`src/rtl/apb_fifo_bridge.sv`:
```
// rtl/apb_fifo_bridge.sv - APB slave bridging register accesses to TX/RX async FIFOs
//
// Purpose:
//   APB writes are tagged with their register index and pushed into the TX
//   FIFO, stalling with wait states while it is full. RX FIFO words are
//   drained continuously into shadow registers that serve APB reads.
//   Optional write timeout: define APB_FIFO_BRIDGE_TIMEOUT_EN.
//
// Ports:
//   pclk, preset_n            clock, asynchronous active-low reset
//   paddr, psel, penable,
//   pwrite, pwdata            APB request
//   pready, prdata, pslverr   APB response (registered)
//   fifo_write_full           TX FIFO full
//   fifo_write_data/_inc      TX push word {tag, data} and strobe
//   fifo_read_empty/_data     RX FIFO status and head word {tag, data}
//   fifo_read_inc             RX pop strobe
//   irq_rx                    level, new data for DATA_IDX pending
//   rx_drop                   pulse, RX word with out-of-range tag discarded

module apb_fifo_bridge #(
  parameter int                  DATA_W      = 32,
  parameter int                  NUM_REGS    = 4,
  parameter int                  TAG_W       = 2,
  parameter logic [15:0]         BASE_ADDR   = 16'd1,
  parameter logic [NUM_REGS-1:0] RO_MASK     = 4'b0100,
  parameter int                  DATA_IDX    = 1,
  parameter int                  TIMEOUT_CYC = 255
) (
  input  logic                    pclk,
  input  logic                    preset_n,
  input  logic [15:0]             paddr,
  input  logic                    psel,
  input  logic                    penable,
  input  logic                    pwrite,
  input  logic [DATA_W-1:0]       pwdata,
  output logic                    pready,
  output logic [DATA_W-1:0]       prdata,
  output logic                    pslverr,
  input  logic                    fifo_write_full,
  output logic [TAG_W+DATA_W-1:0] fifo_write_data,
  output logic                    fifo_write_inc,
  input  logic                    fifo_read_empty,
  input  logic [TAG_W+DATA_W-1:0] fifo_read_data,
  output logic                    fifo_read_inc,
  output logic                    irq_rx,
  output logic                    rx_drop
);

  // Shadow storage covers the whole tag space so any in-range tag can index
  // it directly; slots at or above NUM_REGS are never written and stay zero.
  localparam int NSLOT = 1 << TAG_W;
  localparam logic [NSLOT-1:0] RO_PAD = NSLOT'(RO_MASK);

  typedef enum logic [1:0] {
    S_IDLE,
    S_DECODE,
    S_WAIT,
    S_RESP
  } state_t;

  state_t             state;
  logic [15:0]        idx;
  logic               wr;
  logic [DATA_W-1:0]  wdata;
  logic [DATA_W-1:0]  shadow [NSLOT];

  logic [TAG_W-1:0]   idx_tag;
  logic               in_range;
  logic               ro_hit;
  logic               irq_clr;
  logic [TAG_W-1:0]   rx_tag;
  logic [DATA_W-1:0]  rx_data;

`ifdef APB_FIFO_BRIDGE_TIMEOUT_EN
  localparam int CNT_W = $clog2(TIMEOUT_CYC + 1);
  logic [CNT_W-1:0]   wait_cnt;
`endif

  // Full 16-bit index is range-checked so addresses below BASE_ADDR (which
  // wrap to large values) are rejected too.
  assign idx_tag  = idx[TAG_W-1:0];
  assign in_range = (32'(idx) < NUM_REGS);
  assign ro_hit   = RO_PAD[idx_tag];
  assign rx_tag   = fifo_read_data[TAG_W+DATA_W-1 -: TAG_W];
  assign rx_data  = fifo_read_data[DATA_W-1:0];

  // A legal read of DATA_IDX clears the interrupt on the edge entering RESP.
  assign irq_clr  = (state == S_DECODE) && !wr && in_range &&
                    (32'(idx) == DATA_IDX);

  // APB transfer FSM
  always_ff @(posedge pclk or negedge preset_n) begin
    if (!preset_n) begin
      state           <= S_IDLE;
      idx             <= '0;
      wr              <= 1'b0;
      wdata           <= '0;
      pready          <= 1'b0;
      pslverr         <= 1'b0;
      prdata          <= '0;
      fifo_write_inc  <= 1'b0;
      fifo_write_data <= '0;
`ifdef APB_FIFO_BRIDGE_TIMEOUT_EN
      wait_cnt        <= '0;
`endif
    end else begin
      case (state)
        S_IDLE: begin
          if (psel && !penable) begin
            idx   <= paddr - BASE_ADDR;
            wr    <= pwrite;
            wdata <= pwdata;
            state <= S_DECODE;
          end
        end

        S_DECODE: begin
          if (!in_range || (wr && ro_hit)) begin
            pready  <= 1'b1;
            pslverr <= 1'b1;
            prdata  <= '0;
            state   <= S_RESP;
          end else if (!wr) begin
            // Non-blocking read: an RX update on this same edge is not seen.
            pready <= 1'b1;
            prdata <= shadow[idx_tag];
            state  <= S_RESP;
          end else if (!fifo_write_full) begin
            pready          <= 1'b1;
            fifo_write_inc  <= 1'b1;
            fifo_write_data <= {idx_tag, wdata};
            state           <= S_RESP;
          end else begin
`ifdef APB_FIFO_BRIDGE_TIMEOUT_EN
            wait_cnt <= '0;
`endif
            state <= S_WAIT;
          end
        end

        S_WAIT: begin
          if (!psel) begin
            state <= S_IDLE;
          end else if (!fifo_write_full) begin
            pready          <= 1'b1;
            fifo_write_inc  <= 1'b1;
            fifo_write_data <= {idx_tag, wdata};
            state           <= S_RESP;
`ifdef APB_FIFO_BRIDGE_TIMEOUT_EN
          end else if (wait_cnt == CNT_W'(TIMEOUT_CYC - 1)) begin
            pready  <= 1'b1;
            pslverr <= 1'b1;
            state   <= S_RESP;
          end else begin
            wait_cnt <= wait_cnt + 1'b1;
`endif
          end
        end

        S_RESP: begin
          pready         <= 1'b0;
          pslverr        <= 1'b0;
          fifo_write_inc <= 1'b0;
          state          <= S_IDLE;
        end

        default: state <= S_IDLE;
      endcase
    end
  end

  // RX drain: pop whenever data is present and the previous pop strobe has
  // retired, giving the FIFO a cycle to present the next head word.
  always_ff @(posedge pclk or negedge preset_n) begin
    if (!preset_n) begin
      fifo_read_inc <= 1'b0;
      rx_drop       <= 1'b0;
      irq_rx        <= 1'b0;
      for (int i = 0; i < NSLOT; i++) shadow[i] <= '0;
    end else begin
      fifo_read_inc <= 1'b0;
      rx_drop       <= 1'b0;
      if (irq_clr) irq_rx <= 1'b0;
      if (!fifo_read_empty && !fifo_read_inc) begin
        fifo_read_inc <= 1'b1;
        if (32'(rx_tag) < NUM_REGS) begin
          shadow[rx_tag] <= rx_data;
          // Placed after the clear so a simultaneous set wins.
          if (32'(rx_tag) == DATA_IDX) irq_rx <= 1'b1;
        end else begin
          rx_drop <= 1'b1;
        end
      end
    end
  end

endmodule
```
`config.mk`:
```
export PLATFORM = sky130hd
export DESIGN_NAME = apb_fifo_bridge
export DESIGN_NICKNAME = d
export VERILOG_FILES = /design/src/rtl/apb_fifo_bridge.sv
export SDC_FILE = /design/constraint.sdc
export NUM_CORES = 1
export LEC_CHECK = 0
export CAP_MARGIN = 20
export CORE_MARGIN = 2
export CORE_UTILIZATION = 28
export DETAILED_ROUTE_END_ITERATION = 12
export PLACE_DENSITY = 0.45
export SYNTH_ARGS = -nofsm -noshare
export SYNTH_HDL_FRONTEND = slang
export SYNTH_SLANG_ARGS = --single-unit
```
`constraint.sdc`:
```
create_clock -name pclk -period 2.49 [get_ports pclk]
set_clock_uncertainty 0.05 [all_clocks]
set_input_delay 0.6225 -clock pclk [delete_from_list [all_inputs] [get_ports pclk]]
set_output_delay 0.6225 -clock pclk [all_outputs]
set_load 0.03 [all_outputs]
```
# --- Word level (Yosys, flattened, before mapping) ---
# Index checks and enable logic that the tools add are counted.
# W data, S select, Z words.
totals:
  word_cells: 97
  ff_bits: 250
  output_inout_bits: 72
  in_bits: 89
op_classes:
  magnitude_cmp: 5
  bitwise_logic: 2
  n_reduce_logical: 24
  add_sub_neg: 1
  eq_ne: 12
  mux: 38
op_table:
  columns: ["op", "n"]
  rows:
  - ["$mux W32", 5]
  - ["$mux W34", 4]
  - ["$bwmux W128", 1]
  - ["$pmux W34 S2", 1]
  - ["$bmux W32 S2", 1]
  - ["$demux W32 S2", 1]
  - ["$mux W1", 17]
  - ["$eq A16 B1 Y1 const B", 1]
  - ["$lt A16 B3 Y1 const B", 1]
  - ["$sub A16 B1 Y16 const B", 1]
  - ["$reduce_and A2 Y1", 5]
  - ["$ne A2 B2 Y1 const B", 4]
  - ["$pmux W2 S4", 1]
  - ["$reduce_and A4 Y1", 2]
  - ["$logic_and A1 B1 Y1", 7]
  - ["$ge A3 B3 Y1 const B", 2]
  - ["$mux W2", 3]
  - ["$not A2 Y3", 2]
  - ["$pmux W1 S3", 2]
  - ["$logic_not A1 Y1", 5]
  - ["$eq A2 B1 Y1 const B", 2]
  - ["$eq A2 B2 Y1 const B", 2]
  - ["$ne A2 B1 Y1 const B", 2]
  - ["$reduce_bool A2 Y1", 2]
  - ["8 further kinds", 8]

# --- Logic depth before layout (Yosys ltp) ---
# Gate-level depths: netlist of the first run.
logic_depth:
  word_depth: 7
  depth_mapped: 7
  ltp_nobuf: 7

# --- Worst setup path after synthesis of the first run ---
# Ideal clock, no wire load.
synth_path:
  path_type: "input to register"
  startpoint: "input paddr[11]"
  endpoint: "register idx[14]"
  setup_time_ns: 0.077
  arrival_ns: 1.912
  required_ns: 2.363
  path_slack_ns: 0.450
  stages: 5
  n_path_buf: 0
  path_cell_list: "or4_1 or3_1 nand2b_1 xor2_1 a21oi_1"
synth_via:
  elab_chain_len: 1
synth_lines:
  columns: ["element", "line_no", "text"]
  rows:
  - ["start, declared", "32", "input logic [15:0] paddr,"]
  - ["$sub A16 B1 Y16", "111", "idx <= paddr - BASE_ADDR;"]
  - ["end signal, assigned", "111", null]
  - ["end, declared", "63", "logic [15:0] idx;"]
# Every way passes these cells.
# A chain may end at the register's enable or synchronous reset.

# --- Worst setup path in the final report of the first run ---
layout_path:
  startpoint: "register prdata[13]"
  endpoint: "output prdata[13]"
layout_rtl:
  columns: ["element", "line_no", "text"]
  rows:
  - ["start, declared", "38", "output logic [DATA_W-1:0] prdata,"]
  - ["start signal, assigned", "127", "prdata <= shadow[idx_tag];"]
# No word-level cell between the ends.

==> summary.md, run 1 <==
| Metric | Value |
|---|---|
| Share of async-settable or async-resettable flops after synthesis | `1.00` |
| Routability cong. | `about 0.75` |
| Met2 Usage GRT | `0.227` |
| Core area | `approximately 37000 um2` |
| Worst path slowest cell | `clkdlybuf4s50_1` |
| Final HPWL DP | `roughly 16 mm` |
| Worst path arrival time | `1.64 ns` |
| Critical path's top delay family | `buffers and inverters` |
| Max Root-Sink Buffers | `3` |
| CTS Buf Count | `30` |
| # DRC | `0` |
| CP peak stage delay | `~0.7 ns` |
| PwrDens | `about 1100 nW/um2` |
| Synth-to-Final Area Change | `33.4%` |
| Worst setup EP type | `output pin` |
| Met1 usage | `0.187` |
| DIE HEIGHT | `approximately 200 um` |
| Max-slew violations | `0` |
| Clock Sinks | `between 200 and 300` |
| Synthesis-stage register bit count | `250` |
| Relative slew slack | `0.561` |
| Critical Setup Path Class | `reg2out` |
| Post-synth cell types | `38` |
| I/O Buffers | `between 150 and 200` |
| Hold path start | `pslverr` |
| WHS | `roughly 0.43 ns` |
| Fillcell total | `between 3000 and 4000` |
| Tcrit/Tclk final | `0.928` |
| Root Driver | `clkbuf_16` |
| Met3 Usage GRT | `0.0284` |
| GRT Total Usage | `0.138` |
| CP required | `approximately 1.8 ns` |
| Clock-pin slew on the worst setup and hold paths | `0.06 ns` |
| Mapped Cells | `between 600 and 700` |
| DRT Pass-1 Iters | `4` |
| Fin crit period | `~2.3 ns` |
| Setup violators final | `0` |
| Final std cells w/o fill | `between 1000 and 1500` |
| Initial Util | `0.284` |
| Worst setup SP type | `flop` |
| Post-DR vias/cell | `approximately 4.7` |
| DR vias | `approximately 6300` |
| Initial drt markers | `~280` |
| Reg2reg end | `fifo_write_data[23]` |
| Lkg Pwr | `approximately 5.8 nW` |
| Antenna violations before repair | `1` |
| Hold Crit Class | `reg2reg` |
| Depth of the worst hold-timing path | `2` |
| Worst-margin pin slew | `between 0.6 and 0.7 ns` |
| Wirelength per Cell | `roughly 20 um` |
| Cell total after placement | `about 1300` |
| DIE AREA | `just under 40000 um2` |
| First-pass GRT wire length | `41.9 mm` |
| Largest net degree at the start of global routing | `~80` |
| CTS tree | `yes` |
| Reg2reg start | `idx[11]` |
| Synthesized area per cell | `15.8 um2` |
| Ys flop type | `dfrtp_1` |
| Seq/Total Area, Yosys | `0.603` |
| Busiest layer in global routing | `met2` |
| Final antenna-violating net count | `0` |
| Buf+Inv Stages, Crit Path | `1` |
| Postcts setup bufs | `0` |
| EDFF count, synth | `0` |
| Total of max-cap violations | `0` |
| Fraction of layout cells with a size suffix above 1 | `0.361` |
| Outcome | `completed` |
| Cell Chain, Critical Path | `clkdlybuf4s50_1` |
| Cell area after synthesis | `10400 um2` |
| Routed WL | `26.3 mm` |
| VDD IR-drop max | `roughly 0.56 mV` |
| Post-synth net total | `around 750` |
| Die Wd | `about 200 um` |
| H-tree Lvls | `1` |
| I/O pins | `around 160` |
| Worst reg2reg path depth | `6` |
| FF-to-FF setup slack | `around 0.44 ns` |
| Post-layout nets | `935` |
| RSZ-0062 raised after global routing | `false` |
| Post-cts resize count | `0` |
| Gr ovfl total | `0` |
| Worst hold path endpoint | `pslverr` |
| Row cnt | `70` |
| Clock Latency Late Sink | `between 0.5 and 0.6 ns` |
| CP max FO | `2` |
| CTS Hold Bufs | `1` |
| Max Freq | `between 0.4 and 0.5 GHz` |
| Vias in the first global route | `a little over 7000` |
| Final hold violation count | `0` |
| Synthesis warning total | `0` |
sequential cells by signal, summed over array words and instances (netlist names):
name,count
shadow,128
fifo_write_data,34
prdata,32
wdata,32
idx,16
state,2
fifo_read_inc,1
fifo_write_inc,1
irq_rx,1
pready,1
pslverr,1
wr,1
cell type report:
class	count	area [um2]	area share
diodes	1	2.50	0.000181
well taps	468	586	0.0423
inverters	5	18.8	0.00136
clock buffers	47	916	0.0662
multi-input cells	364	3940	0.285
repair buffers	194	2050	0.148
flip-flops and latches	250	6260	0.452
clock inverters	7	62.6	0.00452
per-layer routing:
metal / vias up / wire length (um)
met4: 0 / 674
met3: 46 / 1360
met5: - / 0
met2: 160 / 12200
met1: 3277 / 12000
li1: 2794 / -
per-stage QoR:
stage | setup slack, ns | util | setup TNS, ns | instance area (um2) | power (mW)
floorplan | 0.450 | - | 0 | 10400 | 8.77
global placement | -0.0690 | 0.352 | -0.0737 | 12800 | 10.3
detailed placement | -0.0956 | 0.352 | -0.180 | 12800 | 10.5
CTS | 0.117 | 0.379 | 0 | 13800 | 14.9
global route | 0.108 | 0.379 | 0 | 13800 | 15.4
finish | 0.178 | 0.379 | 0 | 13800 | 14.6
where the power goes:
| group | leakage [nW] | switching [mW] | internal (mW) |
|---|---|---|---|
| Combinational | 2.26 | 2.05 | 2.41 |
| Clock | 0.483 | 1.65 | 2.60 |
| Sequential | 3.03 | 0.643 | 5.26 |
| Total | 5.77 | 4.35 | 10.3 |
worst max path at each step:
stage	startpoint	cells after the start	to	slack (ns)
floorplan	paddr[11]	5	idx[14]	0.45
global placement	paddr[11]	6	idx[14]	-0.07
detailed placement	paddr[11]	6	idx[14]	-0.1
CTS	prdata[27]	1	prdata[27]	0.12
global route	prdata[23]	1	prdata[23]	0.11
finish	prdata[13]	1	prdata[13]	0.18
cells in the final DEF (no fill, tap or decap), types with 3 or more instances in the layout:
cell | Yosys | final
o21ai_0 | 4 | 4
clkbuf_1 | 9 | 8
buf_4 | 1 | 19
buf_12 | 0 | 15
dfrtp_1 | 250 | 248
nand2b_1 | 4 | 4
xnor2_1 | 8 | 8
nand2_1 | 14 | 14
clkbuf_8 | 0 | 8
nor4_1 | 7 | 6
a31oi_1 | 3 | 3
nor2_1 | 25 | 23
nor3_1 | 4 | 4
xor2_1 | 4 | 4
mux2_1 | 8 | 8
inv_1 | 5 | 5
mux2_2 | 161 | 161
a21oi_1 | 14 | 14
mux2_4 | 26 | 26
a22o_1 | 32 | 32
clkbuf_16 | 0 | 31
mux4_2 | 32 | 32
clkinv_2 | 0 | 5
clkdlybuf4s50_1 | 0 | 158
cell families (layout without fill, tap and decap cells):
group,count (synthesis),after routing,share of synthesized area
multiplexers,227,227,0.291
flip-flops,250,250,0.603
adder cells (fa/ha/maj),1,1,0.00121
XOR/XNOR,12,12,0.0101
other,1,2,0.000362
AND/OR/NAND/NOR,65,65,0.0311
AO/OA/AOI/OAI,58,58,0.0424
buffers and inverters,43,253,0.0209
cells in the mapped netlist (7+ instances only):
cell,number,share of area
xnor2_1,8,0.0068
clkbuf_1,9,0.0033
a22o_1,32,0.027
mux2_2,161,0.17
nand2_1,14,0.0051
mux4_2,32,0.069
a21oi_1,14,0.0068
nor2_1,25,0.0090
nor4_1,7,0.0042
buf_2,23,0.011
dfrtp_1,250,0.60
mux2_4,26,0.038
mux2_1,8,0.0087
Power figures use the tool's default switching activity.
==> run 2, diff against run 1 <==
Settings changed: CTS_CLUSTER_SIZE set to 40.
==> results of run 2 <==
No change in the layout: final DEF, timing and power equal those of run 1.
==> run 3, diff against run 2 <==
Settings changed: GPL_ROUTABILITY_DRIVEN set to 0.
==> results of run 3 <==
No change in the layout: final DEF, timing and power equal those of run 1.
